--- src/rtl/vending_pkg.sv ---
// Shared types and constants for the vending front panel.
// The amount constants are also consumed by the segment display driver.
package vending_pkg;

  // Controller state encoding.
  typedef enum logic [1:0] {
    ST_IDLE   = 2'd0,
    ST_PAY    = 2'd1,
    ST_DONE   = 2'd2,
    ST_REFUND = 2'd3
  } state_e;

  // Amounts are in 0.1-yuan units, shown on two digits (0.0 .. 9.9).
  localparam int                AMT_W   = 7;
  localparam logic [AMT_W-1:0] AMT_MAX = 7'd99;

  // Coin denominations in 0.1-yuan units.
  localparam logic [AMT_W-1:0] COIN_05 = 7'd5;
  localparam logic [AMT_W-1:0] COIN_10 = 7'd10;

  // Value of a coin given its type bit (0 = 0.5 yuan, 1 = 1 yuan).
  function automatic logic [AMT_W-1:0] coin_value(input logic coin_type);
    logic [AMT_W-1:0] v;
    if (coin_type) begin
      v = COIN_10;
    end else begin
      v = COIN_05;
    end
    return v;
  endfunction

  // Convert an integer price parameter to an amount, clipped to the display range.
  function automatic logic [AMT_W-1:0] to_amt(input int p);
    logic [AMT_W-1:0] a;
    if (p > int'(AMT_MAX)) begin
      a = AMT_MAX;
    end else if (p < 0) begin
      a = '0;
    end else begin
      a = AMT_W'(p);
    end
    return a;
  endfunction

endpackage

--- src/rtl/vending_ctrl_timer.sv ---
// Shared interval timer: counts enabled cycles, clears synchronously and
// flags when the count equals the selected terminal value.
module vend_timer #(
  parameter int CNT_W = 29
) (
  input  logic             clk,
  input  logic             rst,
  input  logic             clr_i,
  input  logic             en_i,
  input  logic [CNT_W-1:0] term_i,
  output logic             hit_o
);

  localparam logic [CNT_W-1:0] CNT_ONE = CNT_W'(1);

  logic [CNT_W-1:0] cnt_q;
  logic [CNT_W-1:0] cnt_d;

  // Next count: clear wins over enable, otherwise hold.
  always_comb begin
    cnt_d = cnt_q;
    if (clr_i) begin
      cnt_d = '0;
    end else if (en_i) begin
      cnt_d = cnt_q + CNT_ONE;
    end else begin
      cnt_d = cnt_q;
    end
  end

  // Counter register with asynchronous reset.
  always_ff @(posedge clk or posedge rst) begin
    if (rst) begin
      cnt_q <= '0;
    end else begin
      cnt_q <= cnt_d;
    end
  end

  // Terminal match only counts while the timer is running.
  assign hit_o = en_i && (cnt_q == term_i);

endmodule

--- src/rtl/vending_ctrl.sv ---
// Vending front-panel transaction controller. Turns select, coin and cancel
// strobes into the inserted / needed / change amounts for the display and
// raises vend, coin-reject and beep strobes. All outputs are registered.
module vending_ctrl
  import vending_pkg::*;
#(
  parameter int PRICE0         = 25,
  parameter int PRICE1         = 35,
  parameter int PRICE2         = 50,
  parameter int PRICE3         = 85,
  parameter int HOLD_CYCLES    = 150_000_000,
  parameter int TIMEOUT_CYCLES = 500_000_000,
  parameter int CNT_W          = 29
) (
  input  logic             clk,
  input  logic             rst,
  input  logic             sel_valid,
  input  logic [1:0]       sel_item,
  input  logic             coin_valid,
  input  logic             coin_type,
  input  logic             cancel,
  output logic [AMT_W-1:0] price_put,
  output logic [AMT_W-1:0] price_need,
  output logic [AMT_W-1:0] price_out,
  output logic             vend,
  output logic             coin_reject,
  output logic             beep_req,
  output logic             busy
);

  localparam logic [AMT_W-1:0] PRICE0_A = to_amt(PRICE0);
  localparam logic [AMT_W-1:0] PRICE1_A = to_amt(PRICE1);
  localparam logic [AMT_W-1:0] PRICE2_A = to_amt(PRICE2);
  localparam logic [AMT_W-1:0] PRICE3_A = to_amt(PRICE3);

  localparam logic [CNT_W-1:0] HOLD_TERM = CNT_W'(HOLD_CYCLES - 1);
  localparam logic [CNT_W-1:0] TMO_TERM  = CNT_W'(TIMEOUT_CYCLES - 1);

  state_e           state_q, state_d;
  logic [AMT_W-1:0] put_q, put_d;
  logic [AMT_W-1:0] need_q, need_d;
  logic [AMT_W-1:0] out_q, out_d;
  logic             vend_q, vend_d;
  logic             rej_q, rej_d;
  logic             beep_q, beep_d;
  logic             busy_q, busy_d;

  logic [AMT_W-1:0] price_sel_s;
  logic [AMT_W-1:0] coin_amt_s;
  logic [AMT_W-1:0] coin_in_s;
  logic [AMT_W-1:0] sum_s;
  logic             quiet_tmo_s;
  logic             tmr_clr_s;
  logic             tmr_en_s;
  logic [CNT_W-1:0] tmr_term_s;
  logic             tmr_hit_s;

  // Price lookup for the item index on the select strobe.
  always_comb begin
    price_sel_s = PRICE0_A;
    case (sel_item)
      2'd0:    price_sel_s = PRICE0_A;
      2'd1:    price_sel_s = PRICE1_A;
      2'd2:    price_sel_s = PRICE2_A;
      2'd3:    price_sel_s = PRICE3_A;
      default: price_sel_s = PRICE0_A;
    endcase
  end

  // Coin arithmetic; prices below 90 keep the running sum within 7 bits.
  always_comb begin
    coin_amt_s = coin_value(coin_type);
    sum_s      = put_q + coin_amt_s;
    if (coin_valid) begin
      coin_in_s = coin_amt_s;
    end else begin
      coin_in_s = '0;
    end
    // A timeout with nothing inserted and no coin arriving returns silently.
    quiet_tmo_s = (put_q == '0) && !coin_valid;
  end

  // Timer terminal follows the state: timeout while paying, hold otherwise.
  always_comb begin
    tmr_en_s = (state_q != ST_IDLE);
    if (state_q == ST_PAY) begin
      tmr_term_s = TMO_TERM;
    end else begin
      tmr_term_s = HOLD_TERM;
    end
  end

  vend_timer #(
    .CNT_W (CNT_W)
  ) u_timer (
    .clk    (clk),
    .rst    (rst),
    .clr_i  (tmr_clr_s),
    .en_i   (tmr_en_s),
    .term_i (tmr_term_s),
    .hit_o  (tmr_hit_s)
  );

  // Next-state and next-output logic for the transaction FSM.
  always_comb begin
    state_d   = state_q;
    put_d     = put_q;
    need_d    = need_q;
    out_d     = out_q;
    vend_d    = 1'b0;
    rej_d     = 1'b0;
    beep_d    = 1'b0;
    tmr_clr_s = 1'b0;
    case (state_q)
      ST_IDLE: begin
        tmr_clr_s = 1'b1;
        rej_d     = coin_valid;
        if (sel_valid) begin
          need_d  = price_sel_s;
          put_d   = '0;
          out_d   = '0;
          state_d = ST_PAY;
        end else begin
          state_d = ST_IDLE;
        end
      end
      ST_PAY: begin
        if (cancel || (tmr_hit_s && !quiet_tmo_s)) begin
          // Cancel (or timeout) beats completing the purchase; a same-cycle
          // coin goes straight into the refund, not into price_put.
          out_d     = put_q + coin_in_s;
          beep_d    = 1'b1;
          state_d   = ST_REFUND;
          tmr_clr_s = 1'b1;
        end else if (tmr_hit_s) begin
          put_d     = '0;
          need_d    = '0;
          out_d     = '0;
          state_d   = ST_IDLE;
          tmr_clr_s = 1'b1;
        end else if (coin_valid) begin
          put_d     = sum_s;
          tmr_clr_s = 1'b1;
          if (sum_s >= need_q) begin
            out_d   = sum_s - need_q;
            vend_d  = 1'b1;
            beep_d  = 1'b1;
            state_d = ST_DONE;
          end else begin
            state_d = ST_PAY;
          end
        end else if (sel_valid && (put_q == '0)) begin
          need_d    = price_sel_s;
          tmr_clr_s = 1'b1;
        end else begin
          state_d = ST_PAY;
        end
      end
      ST_DONE, ST_REFUND: begin
        rej_d = coin_valid;
        if (tmr_hit_s) begin
          put_d     = '0;
          need_d    = '0;
          out_d     = '0;
          state_d   = ST_IDLE;
          tmr_clr_s = 1'b1;
        end else begin
          state_d = state_q;
        end
      end
      default: begin
        put_d     = '0;
        need_d    = '0;
        out_d     = '0;
        state_d   = ST_IDLE;
        tmr_clr_s = 1'b1;
      end
    endcase
    busy_d = (state_d != ST_IDLE);
  end

  // State and output registers with asynchronous active-high reset.
  always_ff @(posedge clk or posedge rst) begin
    if (rst) begin
      state_q <= ST_IDLE;
      put_q   <= '0;
      need_q  <= '0;
      out_q   <= '0;
      vend_q  <= 1'b0;
      rej_q   <= 1'b0;
      beep_q  <= 1'b0;
      busy_q  <= 1'b0;
    end else begin
      state_q <= state_d;
      put_q   <= put_d;
      need_q  <= need_d;
      out_q   <= out_d;
      vend_q  <= vend_d;
      rej_q   <= rej_d;
      beep_q  <= beep_d;
      busy_q  <= busy_d;
    end
  end

  assign price_put   = put_q;
  assign price_need  = need_q;
  assign price_out   = out_q;
  assign vend        = vend_q;
  assign coin_reject = rej_q;
  assign beep_req    = beep_q;
  assign busy        = busy_q;

endmodule

--- config.mk ---
export PLATFORM = sky130hd
export DESIGN_NAME = vending_ctrl
export DESIGN_NICKNAME = d
export VERILOG_FILES = /design/src/rtl/vending_pkg.sv /design/src/rtl/vending_ctrl_timer.sv /design/src/rtl/vending_ctrl.sv
export SDC_FILE = /design/constraint.sdc
export NUM_CORES = 1
export LEC_CHECK = 0
export CORE_MARGIN = 2
export CORE_UTILIZATION = 35
export CTS_CLUSTER_DIAMETER = 50
export DETAILED_ROUTE_END_ITERATION = 10
export MAX_ROUTING_LAYER = met4
export PLACE_DENSITY = 0.63
export SLEW_MARGIN = 10
export SYNTH_ARGS = -nofsm -noshare
export SYNTH_HDL_FRONTEND = slang
export SYNTH_SLANG_ARGS = --single-unit
--- constraint.sdc ---
create_clock -name clk -period 3.3 [get_ports clk]
set_clock_uncertainty 0.15 [all_clocks]
set_input_delay 0.495 -clock clk [delete_from_list [all_inputs] [get_ports clk]]
set_output_delay 0.495 -clock clk [all_outputs]
set_load 0.03 [all_outputs]
==> flow_summary.ini <==
[floorplan]
die_h_microns = 104
core_region_area_sq_um = 9730
std_cell_rows = 36
pin_count = 33
dieWidth_microns = 104
start_util_pct = 35.8
dieArea_sq_um = 10800

[sta]
slew_headroom_pct = 23.3
worst_pin_slew_ns = 1.15
finalMaxSlewViolations = 0
finalHoldViolations = 0
fmaxAchievable_mhz = 311
period_share_pct = 97.5
post-route-min-period_ns = 3.22
holdWs_ns = 0.373
setup_viol = 0

[setup_path]
crit_type = input port to register
worstSetupEndpointType = register
path_max_fanout = 3
arrival_ns = 3.28
start_kind = input port
cp_data_required_time_ns = 3.36

[min_path]
hp-class = register to register

[yosys]
syn_nets = 389
synth_top_area_cell = dfrtp_1
synth_edf_count = 0
yosysUniqueCellTypes = 52
post-synth-top-area-fraction_pct = 38.8
ys_seq_area_share_pct = 38.8
syn_area_sq_um = 3480
synthCells = 358
async_flop_share_pct = 100
synth-seq-cells = 54
synthFlopType = dfrtp_1
avgSynthCellArea_sq_um = 9.72
synthTopCellsByArea = dfrtp_1 39%, xor2_1 8.1%, ha_1 7.2%, nor2_1 4.4%, mux2_2 3.9%
yosysWarningCount = 0

[cells_and_area]
drive_gt1_share_pct = 19.2
layout-area-overhead-vs-synth_pct = 24.1
insertedDiodeCount = 0
fin_cells = 545
nNetsFinal = 443

[grt]
antenna_found_initial = 0
grt_max_degree = 35
grt_overflow = 0
grt_pass1_wl_microns = 14000
gr-usage-all-layers_pct = 16.5
grt_pass1_vias = 2818

[routing]
via_count = 2729
drc = 0
drt_iter0_markers = 94
dr.pass1.iters = 4
wirelength_microns = 8190
avgViaCountPerCell = 5.01
ant_nets = 0
avgRoutedWirePerCell_microns = 15.0

[clock_network]
cts_tree = done
cts_hold_buf = 0
htreeDepth = 2
cts_made_buffers = 5
cts.sinks = 54
cts-root-buf = clkbuf_8
clk_pin_slew_worst_paths_ns = 0.09
cts_buffer_depth = 2
clock_latency_ns = 0.32

[power_and_ir_drop]
p_per_area_nw_per_um2 = 449
totalPowerFinal_w = 0.00194
irDropWorstVdd_mv = 0.286
p_leak_nw = 1.99

[placed_design]
gp_congestion = 0.888
hpwl_microns = 5900
dp_cells = 535
port_buffers = 32

[job]
maxCapViolations = 0

[run_status]
status = finished, final reports clean
[per-stage QoR]
step / utilization (%) / setup WS, ns / area (sq um) / setup TNS [ns]
6_report: 44.4 / 0.0836 / 4320 / 0
5_1_grt: 44.4 / -0.0395 / 4320 / -0.217
4_1_cts: 43.9 / 0.115 / 4270 / 0
3_5_place_dp: 41.9 / -0.558 / 4080 / -5.15
3_3_place_gp: 41.9 / -0.479 / 4080 / -4.18
2_1_floorplan: - / 0.0149 / 3480 / 0
[report_power, final]
part           switching, W  internal (W)  total [W]
clock              0.000221      0.000146   0.000367
sequential        0.0000748      0.000727   0.000801
combinational      0.000393      0.000379   0.000772
total              0.000689       0.00125    0.00194
[critical path, cell delays in order]
cell and delay [ns]:
dlygate4sd2_1 0.25, buf_4 0.14, ha_1 0.27, a21o_1 0.22, a21oi_4 0.19, xnor2_2 0.11, ha_1 0.32, and2_1 0.16
a311o_1 0.33, a21oi_2 0.15, xor2_1 0.22, o22ai_1 0.12, mux2_4 0.28
[area by class of cell]
type / instances / area, sq um
fillers: 962 / 5410
multi-input cells: 267 / 2100
flip-flops and latches: 54 / 1350
repair buffers: 60 / 529
well taps: 133 / 166
inverters: 24 / 90.1
clock buffers: 6 / 72.6
clock inverters: 1 / 7.51
[final timing paths]
| kind | cells after the start | from | slack [ns] | to |
|---|---|---|---|---|
| setup / recovery | 13 | coin_type | 0.08 | price_out[5] |
| hold / removal | 1 | price_out[4] | 0.37 | price_out[4] |
| setup reg to reg | 11 | price_put[1] | 0.22 | price_out[5] |
| hold reg to reg | 1 | price_out[4] | 0.37 | price_out[4] |
| max in group asynchronous | 3 | rst | 1.92 | u_timer.cnt_q[13] |
| min in group asynchronous | 2 | rst | 0.45 | u_timer.cnt_q[20] |
[cells by family after synthesis]
group	count (synthesis)	synth area share, %
AO/OA/AOI/OAI	56	11.1
XOR/XNOR	37	9.31
adder cells (fa/ha/maj)	23	8.91
buffers and inverters	37	4.82
flip-flops	54	38.8
multiplexers	20	6.90
AND/OR/NAND/NOR	131	20.1
[routing by layer]
metal  global-route usage (%)  wire length (microns)  vias up  share of wire, %
met5                        -                      0        -                 0
met4                     4.05                    110        0               1.3
met3                     2.89                    196       10               2.4
met2                     28.4                   4240       37                52
met1                     20.1                   3640     1345                44
li1                         -                      -     1337                 -
[cells in the mapped netlist (2+ instances only)]
master / count
dfrtp_1: 54
nor2_1: 41
xor2_1: 32
inv_1: 23
nand2_1: 23
ha_1: 20
a21oi_1: 16
o21ai_0: 14
and3_1: 12
mux2_2: 12
nand3_1: 7
nor2b_1: 7
o22ai_1: 7
a21o_1: 6
nand2b_1: 6
buf_2: 5
mux2_4: 5
nand4_1: 5
xnor2_1: 5
and2_1: 4
and4_1: 4
clkbuf_1: 4
or3_1: 4
fa_1: 3
mux2i_1: 3
nor4bb_1: 3
buf_4: 2
buf_6: 2
nand4b_1: 2
nor3_1: 2
nor4_1: 2
o21bai_1: 2
or2_2: 2
[registers in the layout (all words and copies together) (netlist names)]
signal         flops
price_out          7
vend               1
state_q            2
u_timer.cnt_q     29
coin_reject        1
price_need         5
busy               1
price_put          7
beep_req           1
[cell usage in the layout, fill, tap and decap left out, types with 3 or more instances in the layout]
cell type / Yosys / routed
a21o_1: 6 / 6
xnor2_1: 5 / 3
clkdlybuf4s50_1: 0 / 31
xor2_1: 32 / 31
nor2b_1: 7 / 7
ha_1: 20 / 18
nand3_1: 7 / 7
o22ai_1: 7 / 7
nor2_1: 41 / 41
and2_1: 4 / 4
clkbuf_8: 0 / 5
a21oi_1: 16 / 13
mux2_2: 12 / 5
mux2_4: 5 / 12
nand4_1: 5 / 5
mux2i_1: 3 / 3
nand2b_1: 6 / 6
nor4bb_1: 3 / 3
o21ai_0: 14 / 10
buf_4: 2 / 28
or3_1: 4 / 4
inv_1: 23 / 21
and4_1: 4 / 4
and3_1: 12 / 11
nand2_1: 23 / 22
dfrtp_1: 54 / 54
[timing repair]
item | 4_1_cts | 5_1_grt
pin swaps | 9 | 10
setup buffers | 1 | 2
endpoints found under the setup margin | 8 | 8
gates resized for setup | 24 | 8
Note: power is estimated with default switching activity, not from simulation.
